### config.mk
export PLATFORM = sky130hd
export DESIGN_NAME = regfile_access_ctrl
export DESIGN_NICKNAME = d
export VERILOG_FILES = /design/src/rtl/cpu_pkg.sv /design/src/rtl/rac_alu.sv /design/src/rtl/regfile_access_ctrl.sv
export SDC_FILE = /design/constraint.sdc
export NUM_CORES = 1
export LEC_CHECK = 0
export CORE_MARGIN = 2
export CORE_UTILIZATION = 55
export CTS_BUF_LIST = sky130_fd_sc_hd__clkbuf_8 sky130_fd_sc_hd__clkbuf_16
export CTS_CLUSTER_SIZE = 8
export DETAILED_ROUTE_END_ITERATION = 10
export PLACE_DENSITY = 0.74
export SLEW_MARGIN = 20
export SYNTH_ARGS = -nofsm -noshare
export SYNTH_HDL_FRONTEND = slang
export SYNTH_SLANG_ARGS = --single-unit
### constraint.sdc
create_clock -name clock -period 13.65 [get_ports clock]
set_input_delay 2.73 -clock clock [delete_from_list [all_inputs] [get_ports clock]]
set_output_delay 2.73 -clock clock [all_outputs]
set_load 0.02 [all_outputs]
### src/rtl/cpu_pkg.sv
// Shared definitions for the register-file access controller: opcodes,
// controller state encoding and default datapath widths.
package cpu_pkg;

  localparam int DATA_W_DEF = 16;
  localparam int ADDR_W_DEF = 4;
  localparam int OPC_W_DEF  = 3;

  typedef logic [OPC_W_DEF-1:0] opc_t;

  localparam opc_t OP_LOAD = 3'b000;
  localparam opc_t OP_ADD  = 3'b001;
  localparam opc_t OP_ADDI = 3'b010;
  localparam opc_t OP_SUB  = 3'b011;
  localparam opc_t OP_SUBI = 3'b100;
  localparam opc_t OP_MUL  = 3'b101;
  localparam opc_t OP_CLR  = 3'b110;
  localparam opc_t OP_NOP  = 3'b111;

  typedef enum logic [1:0] {
    ST_IDLE  = 2'b00,
    ST_READ  = 2'b01,
    ST_EXEC  = 2'b10,
    ST_WRITE = 2'b11
  } state_e;

endpackage

### src/rtl/rac_alu.sv
// Combinational ALU for the access controller: result, zero and carry/borrow
// from the captured operands and the latched opcode.
module rac_alu
  import cpu_pkg::*;
#(
  parameter int DATA_W = DATA_W_DEF
) (
  input  opc_t              opcode_i,
  input  logic [DATA_W-1:0] a_i,
  input  logic [DATA_W-1:0] b_i,
  input  logic [DATA_W-1:0] imm_i,
  output logic [DATA_W-1:0] result_o,
  output logic              zero_o,
  output logic              carry_o
);

  logic [DATA_W-1:0] op2_w;
  logic [DATA_W:0]   sum_w;
  logic [DATA_W:0]   diff_w;
  logic [DATA_W-1:0] prod_w;

  assign op2_w  = (opcode_i == OP_ADDI || opcode_i == OP_SUBI) ? imm_i : b_i;
  assign sum_w  = {1'b0, a_i} + {1'b0, op2_w};
  // Top bit of the widened difference is the borrow, i.e. a < op2 unsigned.
  assign diff_w = {1'b0, a_i} - {1'b0, op2_w};
  assign prod_w = a_i * b_i;

  always_comb begin
    result_o = '0;
    carry_o  = 1'b0;
    case (opcode_i)
      OP_LOAD: result_o = imm_i;
      OP_ADD, OP_ADDI: begin
        result_o = sum_w[DATA_W-1:0];
        carry_o  = sum_w[DATA_W];
      end
      OP_SUB, OP_SUBI: begin
        result_o = diff_w[DATA_W-1:0];
        carry_o  = diff_w[DATA_W];
      end
      OP_MUL:  result_o = prod_w;
      default: result_o = '0;
    endcase
  end

  assign zero_o = (result_o == '0);

endmodule

### src/rtl/regfile_access_ctrl.sv
// Register-file master: accepts one decoded instruction, reads its operands,
// executes it and issues a single write-back, then pulses done.
module regfile_access_ctrl
  import cpu_pkg::*;
#(
  parameter int DATA_W = DATA_W_DEF,
  parameter int ADDR_W = ADDR_W_DEF,
  parameter int OPC_W  = OPC_W_DEF
) (
  input  logic              clock,
  input  logic              reset,
  input  logic              instr_valid,
  output logic              instr_ready,
  input  logic [OPC_W-1:0]  opcode,
  input  logic [ADDR_W-1:0] dst,
  input  logic [ADDR_W-1:0] src1,
  input  logic [ADDR_W-1:0] src2,
  input  logic [DATA_W-1:0] imm,
  output logic [ADDR_W-1:0] read_reg_addr_1,
  output logic [ADDR_W-1:0] read_reg_addr_2,
  input  logic [DATA_W-1:0] read_data_1,
  input  logic [DATA_W-1:0] read_data_2,
  output logic              regWrite,
  output logic [ADDR_W-1:0] write_reg_addr,
  output logic [DATA_W-1:0] write_data,
  output logic              done,
  output logic              flag_zero,
  output logic              flag_carry
);

  state_e            state_q, state_d;
  logic [OPC_W-1:0]  opc_q, opc_d;
  logic [ADDR_W-1:0] dst_q, dst_d;
  logic [ADDR_W-1:0] src1_q, src1_d;
  logic [ADDR_W-1:0] src2_q, src2_d;
  logic [DATA_W-1:0] imm_q, imm_d;
  logic [DATA_W-1:0] op_a_q, op_a_d;
  logic [DATA_W-1:0] op_b_q, op_b_d;
  logic [DATA_W-1:0] res_q, res_d;
  logic [ADDR_W-1:0] waddr_q, waddr_d;
  logic              reg_write_q, reg_write_d;
  logic              done_q, done_d;
  logic              fz_q, fz_d;
  logic              fc_q, fc_d;

  logic [DATA_W-1:0] alu_res;
  logic              alu_zero;
  logic              alu_carry;

  rac_alu #(
    .DATA_W (DATA_W)
  ) u_alu (
    .opcode_i (opc_q),
    .a_i      (op_a_q),
    .b_i      (op_b_q),
    .imm_i    (imm_q),
    .result_o (alu_res),
    .zero_o   (alu_zero),
    .carry_o  (alu_carry)
  );

  always_ff @(posedge clock or negedge reset) begin
    if (!reset) begin
      state_q     <= ST_IDLE;
      opc_q       <= '0;
      dst_q       <= '0;
      src1_q      <= '0;
      src2_q      <= '0;
      imm_q       <= '0;
      op_a_q      <= '0;
      op_b_q      <= '0;
      res_q       <= '0;
      waddr_q     <= '0;
      reg_write_q <= 1'b0;
      done_q      <= 1'b0;
      fz_q        <= 1'b0;
      fc_q        <= 1'b0;
    end else begin
      state_q     <= state_d;
      opc_q       <= opc_d;
      dst_q       <= dst_d;
      src1_q      <= src1_d;
      src2_q      <= src2_d;
      imm_q       <= imm_d;
      op_a_q      <= op_a_d;
      op_b_q      <= op_b_d;
      res_q       <= res_d;
      waddr_q     <= waddr_d;
      reg_write_q <= reg_write_d;
      done_q      <= done_d;
      fz_q        <= fz_d;
      fc_q        <= fc_d;
    end
  end

  // res_q doubles as the write-data register, so it is zero outside WRITE.
  always_comb begin
    state_d     = state_q;
    opc_d       = opc_q;
    dst_d       = dst_q;
    src1_d      = src1_q;
    src2_d      = src2_q;
    imm_d       = imm_q;
    op_a_d      = op_a_q;
    op_b_d      = op_b_q;
    res_d       = '0;
    waddr_d     = waddr_q;
    reg_write_d = 1'b0;
    done_d      = 1'b0;
    fz_d        = fz_q;
    fc_d        = fc_q;
    unique case (state_q)
      ST_IDLE: begin
        if (instr_valid) begin
          opc_d   = opcode;
          dst_d   = dst;
          src1_d  = src1;
          src2_d  = src2;
          imm_d   = imm;
          state_d = ST_READ;
        end
      end
      ST_READ: begin
        op_a_d  = read_data_1;
        op_b_d  = read_data_2;
        state_d = ST_EXEC;
      end
      ST_EXEC: begin
        res_d   = alu_res;
        waddr_d = dst_q;
        state_d = ST_WRITE;
        if (opc_q != OP_NOP) begin
          reg_write_d = 1'b1;
          fz_d        = alu_zero;
          fc_d        = alu_carry;
        end
      end
      ST_WRITE: begin
        done_d  = 1'b1;
        state_d = ST_IDLE;
      end
      default: state_d = ST_IDLE;
    endcase
  end

  assign instr_ready     = (state_q == ST_IDLE);
  assign read_reg_addr_1 = src1_q;
  assign read_reg_addr_2 = src2_q;
  assign regWrite        = reg_write_q;
  assign write_reg_addr  = waddr_q;
  assign write_data      = res_q;
  assign done            = done_q;
  assign flag_zero       = fz_q;
  assign flag_carry      = fc_q;

endmodule

==> metrics <==
status finished clean; cts bufs inserted 9; Buffers on Ports 98; worst-case reg-to-reg path depth 19; distinct cell type count after synthesis 66; Critical Path AT 6290 ps; largest net degree at the start of global routing 57; Slew HR 26.6%; vias in the first global route 7,539; top_reg_cell synth dfrtp_1; cts repair resizes 0; Hold/Removal Path Class reg2reg; Synth top area share 23.6%; final period utilization 44.3%; Critical R2R Launch op_b_q[2]; FF-to-FF setup slack 7600 ps; Total Die Area 18,200 um2; DP Cell Count 1,280; initial antenna violation count 0; hold path cells 1; Syn Std Cell Area 9430 um2; nets 1,305; Synth area leader dfrtp_1; die width 135 um; grt total ovfl 0; hold path startpoint dst_q[3]; routed len/inst 18.4 um; via/cell ratio 5.72; r2r endpoint flag_zero; unrepaired setup endpoints after global routing false; Core ar. 16,600 um2; post-synthesis sequential area ratio 23.6%; YS warnings 0; Clock Sinks 89; final cell count without fillers 1,296; I/O pins 99; Syn Nets 1,233; Hold Path End dst_q[3]; Starting Density 56.6%; post-route cell area 10,900 um2; drt pass-1 iters 5; fill count 1,403; Hold Violations, Final 0; post-layout min period 6050 ps; CTS tree yes; placed cell areas 10,600 um2; crit path launch type flip-flop; # hold bufs at CTS 0; Final setup violation count 0; Clock Skew 10.6 ps; number of remaining DRC errors 0; die extent in y 135 um; syn avg cell area 9.43 um2; post-DP HPWL 17,800 um; Area contributors post-synth dfrtp_1 (24%), fa_1 (17%), ha_1 (11%), mux2_2 (9.7%), inv_1 (6.1%); layout cells sized above 1 11.0%; Mapped Cells 999; Rows 47; Post-CTS Repair Setup Buffers 0; CP required 13,890 ps; asr flop ratio synth 100%; Fmax 165 MHz; #FFs+latches synth 89; slew of the pin with the lowest slew margin 1100 ps; Detail Route Antenna Nets 0; htree depth 3; first-pass GRT wire length 39,100 um; number of synthesized flops with an enable pin 0; GPL Wtd Cong 0.922; n_diodes 0; Max-cap violations 0; gr usage total 27.7%; Slew Viols, Final 0; Worst setup EP type flip-flop; total negative slack 0 ps; Vias 7,409; CTS max path bufs 2; Crit Path Class reg2reg; initial drt markers 553; Clock Tree Root clkbuf_16; most common cell after layout, fill and taps aside inv_1; Worst-Skew Late Latency 350 ps; crit-path max FO 16; worst hold slack 502 ps; Clock transition at path regs 70 ps; Synth-to-Final Area Change 15.7%; final WL 23,900 um; most frequent cells in the layout inv_1 (153), clkdlybuf4s50_1 (97), nand2_1 (89), dfrtp_1 (89), ha_1 (86)
==> worst max-delay path: stages (launching register included) <==
cell and delay [ps]:
dfrtp_1 710, nand2_1 160, fa_1 520, fa_1 580, fa_1 450, fa_1 550
inv_1 50, fa_1 470, inv_1 60, fa_1 490, inv_1 40, ha_1 290
a21boi_0 250, o22ai_1 150, o21ai_0 250, mux2i_1 210, nand2_1 90, and3_1 220
and4_1 150, a32o_1 250
==> Yosys cell counts (6+ instances only) <==
master	count
inv_1	152
dfrtp_1	89
a211oi_1	6
ha_1	86
fa_1	82
xor2_1	7
mux2_2	81
o21ai_0	25
clkbuf_1	37
a31oi_1	15
xnor2_1	34
nand2_1	89
nand2b_1	8
nand3_1	13
a21oi_1	20
a221oi_1	9
and3_1	6
nor3_1	11
and2_1	74
nor2_1	44
==> final cells by class <==
class	count	area, um2	area share (%)
multi-input cells	714	6460	59.2
flip-flops and latches	89	2230	20.4
repair buffers	104	1020	9.38
inverters	153	574	5.26
well taps	220	275	2.52
clock buffers	10	239	2.19
clock inverters	6	114	1.04
==> sequential cells by signal (all words and copies together), names as in the netlist, 2 cells and up <==
| signal | count |
|---|---|
| dst_q | 4 |
| opc_q | 3 |
| read_reg_addr_1 | 4 |
| write_data | 16 |
| op_b_q | 16 |
| write_reg_addr | 4 |
| imm_q | 16 |
| state_q | 2 |
| op_a_q | 16 |
| read_reg_addr_2 | 4 |
==> through the flow <==
| step | setup slack [ps] | util [%] |
|---|---|---|
| after global routing | 7220 | 65.6 |
| after floorplan | 8060 | - |
| after CTS | 7620 | 65.6 |
| final | 7600 | 65.6 |
| after global placement | 7760 | 63.4 |
| after detailed placement | 7650 | 63.4 |
==> how the worst max path moves through the flow <==
stage               startpoint   endpoint  slack [ps]  cells past startpoint
finish               op_b_q[2]  flag_zero        7600                     19
global route         op_b_q[1]  flag_zero        7220                     19
CTS                  op_b_q[1]  flag_zero        7620                     20
detailed placement   op_b_q[1]  flag_zero        7650                     20
global placement     op_b_q[1]  flag_zero        7760                     20
floorplan            op_b_q[1]  flag_zero        8060                     20
==> kinds of logic (layout without fill, tap and decap cells) <==
| group | after synthesis | count (layout) | share of synthesized area (%) |
|---|---|---|---|
| and+or+nand+nor | 273 | 273 | 14.5 |
| buffers and inverters | 196 | 273 | 7.87 |
| adders and majority gates | 168 | 168 | 28.8 |
| AOI/OAI and AO/OA | 146 | 146 | 11.1 |
| DFF | 89 | 89 | 23.6 |
| muxes | 86 | 86 | 10.2 |
| xor gates and xnor gates | 41 | 41 | 3.81 |
==> layer usage <==
layer	vias to the layer above	global-route usage [%]	wire, um
li1	3450	-	-
met1	3657	39.1	10900
met2	268	44.3	10900
met3	34	4.99	1660
met4	0	7.54	469
met5	-	0	0
Power is not shown: default switching activity piles up to over one toggle a cycle in this logic, so the estimate is an artifact.
